[src/rtl/bit_demux_deserializer_if.sv]
// Serial-in / word-out handshake bundle for the bit demux deserializer.
// master = bit source and word consumer side, slave = the deserializer.
interface bit_demux_deserializer_if #(
  parameter int WIDTH = 8
);
  localparam int SEL_W = $clog2(WIDTH);

  logic             clear;
  logic             in_bit;
  logic             in_valid;
  logic             in_ready;
  logic [WIDTH-1:0] out_word;
  logic             out_valid;
  logic             out_ready;
  logic [SEL_W-1:0] bit_idx;

  modport master (
    output clear, in_bit, in_valid, out_ready,
    input  in_ready, out_word, out_valid, bit_idx
  );

  modport slave (
    input  clear, in_bit, in_valid, out_ready,
    output in_ready, out_word, out_valid, bit_idx
  );
endinterface

[src/rtl/bit_demux_deserializer.sv]
// Sequential 1-to-WIDTH demux: serial bits are steered into word slots by an
// index counter; finished words sit in a one-deep valid/ready holding register.
module bit_demux_deserializer #(
  parameter int WIDTH     = 8,
  parameter int MSB_FIRST = 0
) (
  input logic clk,
  input logic rst,
  bit_demux_deserializer_if.slave bus
);
  localparam int SEL_W = $clog2(WIDTH);
  localparam logic [SEL_W-1:0] LAST = SEL_W'(WIDTH - 1);

  logic [SEL_W-1:0] idx_q, idx_d;
  logic [WIDTH-1:0] asm_q, asm_d;
  logic [WIDTH-1:0] out_word_q, out_word_d;
  logic             out_valid_q, out_valid_d;

  logic             last;
  logic             in_ready;
  logic             accept;
  logic [SEL_W-1:0] pos;
  logic [WIDTH-1:0] ins;

  always_comb begin
    last     = (idx_q == LAST);
    // Only the final bit of a word needs room in the holding register.
    in_ready = !bus.clear && (!last || !out_valid_q || bus.out_ready);
    accept   = bus.in_valid && in_ready;
    pos      = (MSB_FIRST != 0) ? (LAST - idx_q) : idx_q;
    ins      = asm_q;
    ins[pos] = bus.in_bit;

    idx_d       = idx_q;
    asm_d       = asm_q;
    out_word_d  = out_word_q;
    out_valid_d = out_valid_q;

    if (out_valid_q && bus.out_ready) out_valid_d = 1'b0;

    if (bus.clear) begin
      idx_d = '0;
      asm_d = '0;
    end else if (accept) begin
      if (last) begin
        // A load in the same edge as a consume keeps out_valid high: no bubble.
        idx_d       = '0;
        asm_d       = '0;
        out_word_d  = ins;
        out_valid_d = 1'b1;
      end else begin
        idx_d = idx_q + 1'b1;
        asm_d = ins;
      end
    end
  end

  always_ff @(posedge clk or posedge rst) begin
    if (rst) begin
      idx_q       <= '0;
      asm_q       <= '0;
      out_word_q  <= '0;
      out_valid_q <= 1'b0;
    end else begin
      idx_q       <= idx_d;
      asm_q       <= asm_d;
      out_word_q  <= out_word_d;
      out_valid_q <= out_valid_d;
    end
  end

  assign bus.in_ready  = in_ready;
  assign bus.out_word  = out_word_q;
  assign bus.out_valid = out_valid_q;
  assign bus.bit_idx   = idx_q;
endmodule
[src/flat_wrapper.sv]
// flat-port wrapper written by rule: the top's interface ports become plain ports
module bit_demux_deserializer_flat 
#(
  parameter int WIDTH     = 8,
  parameter int MSB_FIRST = 0
)
  (clk, rst, bus_clear, bus_in_bit, bus_in_valid, bus_out_ready, bus_in_ready, bus_out_word, bus_out_valid, bus_bit_idx);
  bit_demux_deserializer_if #(.WIDTH(WIDTH)) bus_i ();
  input logic clk;
  input logic rst;
  input wire logic [$bits(bus_i.clear)-1:0] bus_clear;
  input wire logic [$bits(bus_i.in_bit)-1:0] bus_in_bit;
  input wire logic [$bits(bus_i.in_valid)-1:0] bus_in_valid;
  input wire logic [$bits(bus_i.out_ready)-1:0] bus_out_ready;
  output wire logic [$bits(bus_i.in_ready)-1:0] bus_in_ready;
  output wire logic [$bits(bus_i.out_word)-1:0] bus_out_word;
  output wire logic [$bits(bus_i.out_valid)-1:0] bus_out_valid;
  output wire logic [$bits(bus_i.bit_idx)-1:0] bus_bit_idx;
  assign bus_i.clear = bus_clear;
  assign bus_i.in_bit = bus_in_bit;
  assign bus_i.in_valid = bus_in_valid;
  assign bus_i.out_ready = bus_out_ready;
  assign bus_in_ready = bus_i.in_ready;
  assign bus_out_word = bus_i.out_word;
  assign bus_out_valid = bus_i.out_valid;
  assign bus_bit_idx = bus_i.bit_idx;
  bit_demux_deserializer #(.WIDTH(WIDTH), .MSB_FIRST(MSB_FIRST)) u_core (.clk(clk), .rst(rst), .bus(bus_i));
endmodule
[config.mk]
export PLATFORM = sky130hd
export DESIGN_NAME = bit_demux_deserializer_flat
export DESIGN_NICKNAME = d
export VERILOG_FILES = /design/src/rtl/bit_demux_deserializer_if.sv /design/src/rtl/bit_demux_deserializer.sv /design/src/flat_wrapper.sv
export SDC_FILE = /design/constraint.sdc
export NUM_CORES = 1
export LEC_CHECK = 0
export CAP_MARGIN = 25
export CELL_PAD_IN_SITES_DETAIL_PLACEMENT = 2
export CELL_PAD_IN_SITES_GLOBAL_PLACEMENT = 2
export CORE_MARGIN = 2
export CORE_UTILIZATION = 36
export DETAILED_ROUTE_END_ITERATION = 8
export MAX_ROUTING_LAYER = met4
export PLACE_DENSITY = 0.84
export SYNTH_ARGS = -nofsm -noshare
export SYNTH_HDL_FRONTEND = slang
export SYNTH_SLANG_ARGS = --single-unit
[constraint.sdc]
create_clock -name clk -period 2.5 [get_ports clk]
set_input_delay 0.75 -clock clk [delete_from_list [all_inputs] [get_ports clk]]
set_output_delay 0.75 -clock clk [all_outputs]
set_load 0.02 [all_outputs]
==> impl_metrics.tcl, run 1 <==
set metrics [dict create \
    start_kind "input port" \
    min_to "u_core.asm_q[3]" \
    setup_tns_ns 0 \
    route.vias.total 705 \
    first_pass_iters 3 \
    yosysTopAreaCell "dfrtp_1" \
    finalClockSkew_ns 0.0197 \
    final_net_count 114 \
    grt_start_max_net_pins 21 \
    powerDensity_nw_per_um2 478 \
    drive_gt1_frac 0.200 \
    synth_top_area_share 0.494 \
    synth_commonest_cells "20 x dfrtp_1, 12 x mux2i_1, 7 x inv_1" \
    routedWlPerCell_um 16.9 \
    cts_tree "built" \
    setup_violations 0 \
    cts_buffers 3 \
    outcome "finished, final reports clean" \
    drt_first_iter_violations 21 \
    slew_viol_final 0 \
    clockRootBuffer "clkbuf_4" \
    antenna_found_initial 0 \
    post-route-period-util 0.958 \
    report.final.hold_viol_count 0 \
    finalCoreUtilization 0.469 \
    fp.dieW_um 57.1 \
    stdcell_count 136 \
    cap_violations 0 \
    dieArea_um2 3260 \
    synth_flop_cell "dfrtp_1" \
    start_util 0.374 \
    ys_seq_area_frac 0.494 \
    rows 19 \
    cts.sinks 20 \
    hold_class "flop to flop" \
    path_clk_slew_ns 0.10 \
    max_freq_mhz 418 \
    die_y_um 57.1 \
    hp-start "u_core.asm_q[3]" \
    grt_pass1_wl_um 4020 \
    synth_area_leaders "dfrtp_1 49%, mux2i_1 12%, o2bb2ai_1 5.2%, mux2_4 4.4%, buf_6 3.3%" \
    area_delta_synth_final_pct 25.3 \
    synth_area_um2 1010 \
    tightest_slew_ns 0.487 \
    grt_pass1_vias 772 \
    maxSlewHeadroom 0.675 \
    period_needed_ns 2.39 \
    worstHoldPathCells 1 \
    viasPerCell 5.18 \
    post-synth-top-count-cell "dfrtp_1" \
    clock_latency_ns 0.31 \
    r2r_end "u_core.asm_q[1]" \
    core_um2 2710 \
    endpoint_kind "output pin" \
    async_reset_ff_frac 1.00 \
    synth_edf_count 0 \
    ff2ff_path_depth 6 \
    yosysWarnings 0 \
    n_antenna_cell 0 \
    r2r-start "u_core.bus.bit_idx[0]" \
    place_inst 132 \
    required_ns 1.75 \
    rsz0062_at_grt "false" \
    ant_nets 0 \
    synth_nets 89 \
    overflow 0 \
    numPortBuffers 18 \
    grtUsageTotal 0.169 \
    drcViolationCount 0 \
    h-tree-depth 1 \
    ys_seq_elements 20 \
    dpl.hpwl_um 1600 \
    routed_wl_um 2300 \
    gp_congestion 0.707 \
    cts_buffer_depth 2 \
    io_pins 19 \
    crit_path_max_fanout 2 \
    rrSetupSlack_ns 0.76 \
    ys_types 25 \
    syn_area_per_cell_um2 12.5 \
    cp.arrival_ns 1.64 \
    critical_path_class "input port to output pin" \
    p_leak_nw 0.599 \
    syn_inst 81 \
    peakVddDrop_mv 0.317 \
]
registers in the layout, summed over array words and instances (netlist names):
| name | count |
|---|---|
| u_core.bus.out_word | 8 |
| u_core.bus.out_valid | 1 |
| u_core.asm_q | 8 |
| u_core.bus.bit_idx | 3 |
per-layer routing:
layer  track usage  up-vias  share of wire  routed length, µm
li1              -      333              -                  -
met3        0.0408        2          0.012                 27
met2         0.246        7           0.50               1140
met4        0.0698        0         0.0091                 21
met5             -        -              0                  0
met1         0.225      363           0.48               1110
critical path: stages:
cell and delay [ns]:
clkdlybuf4s50_1 0.48, nand3b_1 0.12, nor2b_1 0.12, buf_2 0.16
worst max path at each step:
stage / from / endpoint / slack (ns)
4_1_cts: bus_out_ready / bus_in_ready / 0.10
6_report: bus_out_ready / bus_in_ready / 0.11
5_1_grt: bus_out_ready / bus_in_ready / 0.03
3_5_place_dp: bus_out_ready / bus_in_ready / -0.35
2_1_floorplan: u_core.bus.bit_idx[0] / bus_in_ready / 0.36
3_3_place_gp: bus_out_ready / bus_in_ready / -0.30
final cells by class:
class	instances	area [µm²]
fillers	285	1440
flip-flops and latches	20	500
multi-input cells	48	435
repair buffers	25	228
well taps	31	38.8
clock buffers	4	36.3
inverters	8	31.3
power by group:
group | switching (mW) | internal, mW | total [mW]
clock network | 0.103 | 0.0889 | 0.192
registers | 0.00363 | 0.330 | 0.333
logic | 0.0432 | 0.0385 | 0.0817
total | 0.150 | 0.457 | 0.607
metrics by stage:
stage                     cell area [µm²]  power [mW]  hold slack, ns  worst slack (ns)
after CTS                            1270       0.617           0.513             0.101
after global routing                 1270       0.642           0.530            0.0350
after floorplan                      1010       0.390           0.455             0.356
after detailed placement             1240       0.423           0.480            -0.348
final                                1270       0.607           0.509             0.105
after global placement               1240       0.418           0.471            -0.296
cells in the final DEF (no fill, tap or decap):
| cell | instances |
|---|---|
| inv_1 | 7 |
| and3_1 | 1 |
| nor3b_1 | 2 |
| nand2b_1 | 1 |
| or3b_1 | 1 |
| o2bb2ai_1 | 6 |
| clkinv_2 | 1 |
| nor3b_4 | 1 |
| nor2b_1 | 2 |
| mux2_4 | 3 |
| a21oi_2 | 1 |
| a21oi_1 | 1 |
| clkbuf_4 | 3 |
| clkbuf_8 | 1 |
| nand2_1 | 2 |
| mux2_2 | 2 |
| nand3b_1 | 4 |
| dfrtp_1 | 20 |
| buf_2 | 1 |
| clkdlybuf4s50_1 | 17 |
| a21bo_2 | 1 |
| a22o_1 | 3 |
| mux2i_1 | 12 |
| nor3_1 | 1 |
| nand3_1 | 2 |
| ha_1 | 2 |
| buf_4 | 7 |
cell families (layout without fill, tap and decap cells):
group           Yosys count  count (layout)  synth area share
flops                    20              20             0.494
mux                      17              17             0.185
simple gates             17              17             0.119
buf+inv                  13              37            0.0765
compound gates           12              12             0.101
fa+ha+maj                 2               2            0.0247
timing repair:
item,in CTS,in global routing
hold buffers,0,0
buffers inserted,0,0
gates resized for setup,4,0
endpoints found under the setup margin,1,0
Power figures use the tool's default switching activity.
==> run 2, diff against run 1 <==
- CAP_MARGIN: 25 -> not set
==> results of run 2 <==
Final layout, timing and power as in run 1 (identical DEF).
==> run 3, diff against run 2 <==
- PLACE_DENSITY: 0.84 -> not set
- PLACE_DENSITY_LB_ADDON: not set -> 0.25
==> run 3 against run 2 <==
- routed wire length fell by 0.65%
- hold slack lost 0.0072 ns
- clock-buffer cell count stayed put
- total power is 0.83% lower
- design area rose by 1.8%
- sequential power about the same
- via count increased by 3.4%
- global-route usage grew 0.17 points
- register-to-register slack is essentially flat
- combinational power up 0.9%
- non-clock buffer count is 3 higher
==> impl_metrics.tcl, run 3 (synthesis results as in run 1) <==
set metrics [dict create \
    io_pins 19 \
    powerDensity_nw_per_um2 466 \
    post-route-period-util 0.952 \
    cts.sinks 20 \
    slew_viol_final 0 \
    cts_buffer_depth 2 \
    maxSlewHeadroom 0.655 \
    numPortBuffers 18 \
    hold_class "flop to flop" \
    crit_path_max_fanout 2 \
    critical_path_class "input port to output pin" \
    cp.arrival_ns 1.63 \
    hp-start "u_core.asm_q[4]" \
    endpoint_kind "output pin" \
    path_cells "clkdlybuf4s50_1, nand3b_1, nor2b_1, buf_2" \
    setup_tns_ns 0 \
    multiInputGateArea_um2 435 \
    r2r-start "u_core.bus.bit_idx[0]" \
    cts_buffers 3 \
    register_area_um2 500 \
    routed_wl_um 2290 \
    drive_gt1_frac 0.222 \
    finalCoreUtilization 0.477 \
    grtUsageTotal 0.171 \
    core_um2 2710 \
    start_util 0.374 \
    start_kind "input port" \
    cts_tree "built" \
    antenna_found_initial 0 \
    route.vias.total 729 \
    mostFrequentLayoutCells "20 x dfrtp_1, 17 x clkdlybuf4s50_1, 12 x mux2i_1, 10 x buf_4, 7 x inv_1" \
    peakVddDrop_mv 0.300 \
    drcViolationCount 0 \
    fin_hold_ws_ns 0.502 \
    area_delta_synth_final_pct 27.5 \
    first_pass_iters 3 \
    final_common_cell "dfrtp_1" \
    n_antenna_cell 0 \
    setup.worst_path.start "bus_out_ready" \
    p_leak_nw 0.615 \
    rsz0062_at_grt "false" \
    max_freq_mhz 420 \
    drt_first_iter_violations 7 \
    grt_start_max_net_pins 21 \
    dpl.hpwl_um 1670 \
    period_needed_ns 2.38 \
    outcome "finished, final reports clean" \
    ant_nets 0 \
    grt_pass1_vias 821 \
    setup_ws_ns 0.119 \
    final_area_um2 1290 \
    dpl_cell_area_um2 1260 \
    report.final.hold_viol_count 0 \
    path_clk_slew_ns 0.11 \
    tightest_slew_ns 0.518 \
    grt_pass1_wl_um 4090 \
    cap_violations 0 \
    setup_violations 0 \
    fillers 297 \
    finalClockSkew_ns 0.00389 \
    overflow 0 \
    required_ns 1.75 \
    die_y_um 57.1 \
    max_stage_delay_ns 0.46 \
    clockRootBuffer "clkbuf_4" \
    h-tree-depth 1 \
    fp.dieW_um 57.1 \
    viasPerCell 5.24 \
    pre_cts_ws_ns -0.336 \
    routedWlPerCell_um 16.4 \
    rows 19 \
    clock_latency_ns 0.30 \
    postCtsSetupBuffers 0 \
    dieArea_um2 3260 \
    final_net_count 117 \
    slowest_stage "clkdlybuf4s50_1" \
    gp_congestion 0.728 \
]
## run 3: what timing repair did
item / in CTS / in global routing
endpoints found under the hold margin: 0 / 0
gates resized for setup: 3 / 1
hold buffers: 0 / 0
endpoints found under the setup margin: 1 / 1
## run 3: final cells by class
cell class / count / share of cell area
inverters: 8 / 0.0242
repair buffers: 28 / 0.194
clock buffers: 4 / 0.0281
well taps: 31 / 0.0300
flip-flops and latches: 20 / 0.387
multi-input cells: 48 / 0.337
## run 3: routing by layer
metal  part of all wire  global-route usage  up-vias
li1                   -                   -      339
met4             0.0088              0.0598        0
met1               0.44               0.216      379
met5                  0                   -        -
met3              0.032              0.0295        2
met2               0.52               0.276        9
## run 3: through the flow
stage          total power, mW  cells
3_5_place_dp             0.424    135
3_3_place_gp             0.421    135
6_report                 0.602    139
4_1_cts                  0.618    139
2_1_floorplan            0.390     81
5_1_grt                  0.638    139
## run 3: path summary, 6_finish.rpt
path,cells after the start,slack [ns],end
min reg2reg,1,0.50,u_core.asm_q[4]
min,1,0.50,u_core.asm_q[4]
max,4,0.12,bus_in_ready
max reg2reg,6,0.76,u_core.bus.bit_idx[0]
max in group asynchronous,3,1.52,u_core.bus.out_word[2]
min in group asynchronous,3,0.77,u_core.bus.out_word[5]
## run 3: worst max-delay path: cells and delay by family
family | cells | cell delay (ns)
buffers and inverters | 2 | 0.63
and+or+nand+nor | 2 | 0.26
## run 3: power breakdown
part	internal [mW]	total, mW	switching [mW]
registers	0.329	0.333	0.00357
clock network	0.0888	0.187	0.0978
logic	0.0395	0.0824	0.0429
